[config.mk]
export PLATFORM = sky130hd
export DESIGN_NAME = sum_accumulator
export DESIGN_NICKNAME = d
export VERILOG_FILES = /design/src/rtl/sum_accumulator.sv
export SDC_FILE = /design/constraint.sdc
export NUM_CORES = 1
export LEC_CHECK = 0
export ABC_CLOCK_PERIOD_IN_PS = 3150
export CORE_MARGIN = 2
export CORE_UTILIZATION = 50
export CTS_CLUSTER_DIAMETER = 50
export DETAILED_ROUTE_END_ITERATION = 10
export PLACE_DENSITY = 0.87
export SLEW_MARGIN = 25
export SYNTH_ARGS = -nofsm -noshare
export SYNTH_HDL_FRONTEND = slang
export SYNTH_SLANG_ARGS = --single-unit
export TNS_END_PERCENT = 10
[constraint.sdc]
create_clock -name clk -period 3.15 [get_ports clk]
set_input_delay 0.63 -clock clk [delete_from_list [all_inputs] [get_ports clk]]
set_output_delay 0.63 -clock clk [all_outputs]
set_load 0.01 [all_outputs]
[src/rtl/sum_accumulator.sv]
// Accumulates COUNT unsigned sums from the adder into a saturating total and
// presents each completed total, with a sticky saturation flag, on a valid/ready port.
module sum_accumulator #(
    parameter int WIDTH     = 4,
    parameter int ACC_WIDTH = 8,
    parameter int COUNT     = 4
) (
    input  logic                 clk,
    input  logic                 rst,
    input  logic                 in_valid,
    output logic                 in_ready,
    input  logic [WIDTH-1:0]     in_data,
    input  logic                 clear,
    output logic                 out_valid,
    input  logic                 out_ready,
    output logic [ACC_WIDTH-1:0] out_data,
    output logic                 out_sat
);

    localparam int                   CW       = $clog2(COUNT + 1);
    localparam logic [CW-1:0]        CNT_LAST = CW'(COUNT - 1);
    localparam logic [CW-1:0]        CNT_ONE  = CW'(1);
    localparam logic [ACC_WIDTH-1:0] ACC_MAX  = {ACC_WIDTH{1'b1}};
    localparam logic [ACC_WIDTH-1:0] ACC_ZERO = {ACC_WIDTH{1'b0}};
    localparam logic [CW-1:0]        CNT_ZERO = {CW{1'b0}};

    typedef enum logic [0:0] {
        ST_ACCUM = 1'b0,
        ST_HOLD  = 1'b1
    } state_t;

    state_t               state_q, state_d;
    logic [ACC_WIDTH-1:0] acc_q, acc_d;
    logic [CW-1:0]        cnt_q, cnt_d;
    logic                 sat_q, sat_d;
    logic [ACC_WIDTH-1:0] out_data_q, out_data_d;
    logic                 out_sat_q, out_sat_d;

    logic                 accept_s;
    logic [ACC_WIDTH:0]   sum_s;
    logic [ACC_WIDTH-1:0] acc_next_s;
    logic                 sat_next_s;

    // State and datapath registers
    always_ff @(posedge clk) begin
        if (rst) begin
            state_q    <= ST_ACCUM;
            acc_q      <= ACC_ZERO;
            cnt_q      <= CNT_ZERO;
            sat_q      <= 1'b0;
            out_data_q <= ACC_ZERO;
            out_sat_q  <= 1'b0;
        end else begin
            state_q    <= state_d;
            acc_q      <= acc_d;
            cnt_q      <= cnt_d;
            sat_q      <= sat_d;
            out_data_q <= out_data_d;
            out_sat_q  <= out_sat_d;
        end
    end

    // Saturating add: the extra top bit is the overflow detector
    always_comb begin
        accept_s   = in_valid && (state_q == ST_ACCUM) && !clear;
        sum_s      = {1'b0, acc_q} + {{(ACC_WIDTH + 1 - WIDTH){1'b0}}, in_data};
        acc_next_s = sum_s[ACC_WIDTH-1:0];
        sat_next_s = sat_q;
        if (sum_s[ACC_WIDTH]) begin
            acc_next_s = ACC_MAX;
            sat_next_s = 1'b1;
        end else begin
            acc_next_s = sum_s[ACC_WIDTH-1:0];
            sat_next_s = sat_q;
        end
    end

    // Next-state and register update logic
    always_comb begin
        state_d    = state_q;
        acc_d      = acc_q;
        cnt_d      = cnt_q;
        sat_d      = sat_q;
        out_data_d = out_data_q;
        out_sat_d  = out_sat_q;
        case (state_q)
            ST_ACCUM: begin
                if (clear) begin
                    acc_d = ACC_ZERO;
                    cnt_d = CNT_ZERO;
                    sat_d = 1'b0;
                end else if (accept_s) begin
                    acc_d = acc_next_s;
                    cnt_d = cnt_q + CNT_ONE;
                    sat_d = sat_next_s;
                    if (cnt_q == CNT_LAST) begin
                        state_d    = ST_HOLD;
                        out_data_d = acc_next_s;
                        out_sat_d  = sat_next_s;
                    end else begin
                        state_d = ST_ACCUM;
                    end
                end else begin
                    state_d = ST_ACCUM;
                end
            end
            ST_HOLD: begin
                // Handoff or abort both restart a fresh total; no accept this cycle
                if (clear || out_ready) begin
                    state_d = ST_ACCUM;
                    acc_d   = ACC_ZERO;
                    cnt_d   = CNT_ZERO;
                    sat_d   = 1'b0;
                end else begin
                    state_d = ST_HOLD;
                end
            end
            default: begin
                state_d = ST_ACCUM;
                acc_d   = ACC_ZERO;
                cnt_d   = CNT_ZERO;
                sat_d   = 1'b0;
            end
        endcase
    end

    // Outputs decoded from state and the output registers only
    always_comb begin
        out_data = out_data_q;
        out_sat  = out_sat_q;
        case (state_q)
            ST_ACCUM: begin
                in_ready  = 1'b1;
                out_valid = 1'b0;
            end
            ST_HOLD: begin
                in_ready  = 1'b0;
                out_valid = 1'b1;
            end
            default: begin
                in_ready  = 1'b0;
                out_valid = 1'b0;
            end
        endcase
    end

endmodule

==> impl_metrics.yaml <==
worst_setup_path:
  path_cells: "clkdlybuf4s50_1 -> ha_1 -> fa_1 -> nand3_2 -> a211oi_4 -> nor2_1 -> a211oi_2"
  arrival_ns: 2.58
  rrSetupSlack_ns: 1.23
  rr_startpoint: "acc_q[0]"
  r2r-end: "out_data[5]"
  reg2reg_depth: 6
  required_ns: 3.40
  cp-end-kind: "register"
  critPathMaxStageDelay_ns: 0.46
  start_kind: "input port"
  crit_type: "input port to register"
  slowest_stage: "clkdlybuf4s50_1"
  critPathMaxFanout: 9
pwr:
  powerDensity_nw_per_um2: 402
  p_leak_nw: 0.506
  vdd_ir_drop_max_v: 0.000279
run:
  drv_cap: 0
timing:
  fmax_mhz: 429
  setup_viol: 0
  slew_headroom_pct: 43.1
  finalHoldViolations: 0
  setup_tns_ns: 0
  report.final.slew_viol_count: 0
  fin_skew_ns: 0.00438
  worst_slew_pin_slew_ns: 0.851
  fin_crit_ns: 2.33
  fin_crit_sh_pct: 74.0
  rsz0062_at_grt: "false"
cts:
  ctsHoldBuffers: 0
  cts_sinks: 22
  htree_levels: 1
  clk-insertion-delay-late_ns: 0.33
  root_buffer: "clkbuf_4"
  cts_tree: "done"
  post-cts-setup-buffers: 0
  cts_made_buffers: 3
  clkTransAtPathRegs_ns: 0.13
  post_cts_resized: 0
  clockBufferDepth: 2
yosys:
  synth_area_per_cell_um2: 9.02
  synthFlopType: "dfxtp_1"
  synth_seq_cells: 22
  yosys_warnings: 0
  netlist_area_um2: 1140
  async_flop_share_pct: 0
  synth_cells: 126
  yosysUniqueCellTypes: 43
  synth_edf_count: 0
  ys_seq_area_share_pct: 38.8
  synth.net_count: 142
place:
  hpwl_um: 1910
  place.gp.congestion: 0.842
  port_buffers: 19
  dpl-instance-area_um2: 1350
min_path:
  worstHoldEndpoint: "out_data[6]"
  worstHoldPathCells: 2
  hp-class: "register to register"
  hp-start: "out_data[6]"
finish:
  design_area_um2: 1410
  fin_util_pct: 64.8
  drive_above_1_share_pct: 7.59
  antenna_cells: 0
  layout.nets: 162
  final_common_cell: "dfxtp_1"
  syn_to_final_growth_pct: 23.7
  layout_common_cells: "dfxtp_1, clkdlybuf4s50_1, a21oi_1"
global_routing:
  grt_pass1_vias: 1058
  grt_pass1_wl_um: 4450
  grt_overflow: 0
  antenna_found_initial: 0
  grt_use_total_pct: 22.2
  grt_max_degree: 25
drt:
  top_layer_used: "met4"
  route.detailed.drc: 0
  vias: 1071
  wl_per_cell_um: 15.3
  initialDrtViolationCount: 25
  detail_route.vias_per_cell: 6.19
  first_pass_iters: 4
  wl_um: 2640
  dr_wl_met2_um: 1360
  routedLengthMet1_um: 1060
  antenna_left: 0
  wl_met3_um: 162
die:
  die_w_um: 51.7
  dieArea_um2: 2670
  initial_core_util_pct: 52.4
  coreArea_um2: 2170
  rows: 17
  pin_count: 20
  die_h_um: 51.7
status:
  status: "completed"
-- how the worst max path moves through the flow --
stage	from	end	cells past startpoint
after floorplan	in_data[0]	acc_q[7]	6
after global placement	in_data[0]	out_data[7]	7
after detailed placement	in_data[0]	out_data[5]	7
after CTS	in_data[0]	out_data[5]	7
after global routing	in_data[0]	out_data[5]	7
final	in_data[0]	out_data[5]	7
-- stage by stage --
step / power [mW] / worst slack (ns) / hold WS, ns / std cells
floorplan: 0.324 / 1.11 / 0.455 / 126
global placement: 0.344 / 0.582 / 0.440 / 169
detailed placement: 0.346 / 0.531 / 0.458 / 169
CTS: 0.566 / 0.847 / 0.476 / 173
global route: 0.583 / 0.705 / 0.492 / 173
finish: 0.565 / 0.818 / 0.471 / 173
-- per-layer routing --
layer  track usage, %  up-vias
li1                 -      506
met1             23.9      510
met2             41.9       46
met3             3.16        9
met4             11.0        0
met5                0        -
-- cells in the mapped netlist, types with 2 or more instances --
cell / number / area [um^2]
dfxtp_1: 22 / 440
a21oi_1: 12 / 60.1
nor2_1: 11 / 41.3
nor3_1: 11 / 55.1
ha_1: 6 / 75.1
clkbuf_1: 5 / 18.8
inv_1: 5 / 18.8
nand2_1: 5 / 18.8
a211oi_1: 4 / 30.0
a22oi_1: 4 / 30.0
a211o_1: 3 / 26.3
and3_1: 3 / 18.8
nand2b_1: 2 / 12.5
nand3_1: 2 / 10.0
nand3b_1: 2 / 15.0
o211ai_1: 2 / 15.0
-- state kept, by name, summed over array words and instances, names as in the netlist --
signal / cells
acc_q: 8
cnt_q: 3
out_data: 8
out_sat: 1
sat_q: 1
state_q: 1
-- final cells by class --
| cell class | count | area [um^2] |
|---|---|---|
| Fill cell | 190 | 764 |
| Multi-Input combinational cell | 93 | 653 |
| Clock buffer | 3 | 22.5 |
| Inverter | 5 | 18.8 |
| Timing Repair Buffer | 21 | 205 |
| Sequential cell | 22 | 440 |
| Tap cell | 28 | 35.0 |
| Clock inverter | 1 | 30.0 |
-- worst max-delay path, delay by kind of cell --
family	cells	cell delay, ns
buffers and inverters	1	0.46
AOI/OAI and AO/OA	2	0.69
and+or+nand+nor	2	0.32
adders and majority gates	2	0.48
-- report_power, final --
group          switching [mW]  total (mW)  internal (mW)
Combinational          0.0301      0.0570         0.0269
Clock                  0.0957       0.225          0.129
Sequential            0.00245       0.284          0.281
-- kinds of logic (layout without fill, tap and decap cells) --
family / count (synthesis) / in the layout / synth area share, %
AND/OR/NAND/NOR: 43 / 43 / 19.9
flip-flops: 22 / 22 / 38.8
XOR/XNOR: 2 / 2 / 1.54
adder cells (fa/ha/maj): 7 / 7 / 8.37
AO/OA/AOI/OAI: 40 / 40 / 26.8
buffers and inverters: 11 / 30 / 3.74
multiplexers: 1 / 1 / 0.881
(Power assumes the default switching activity.)
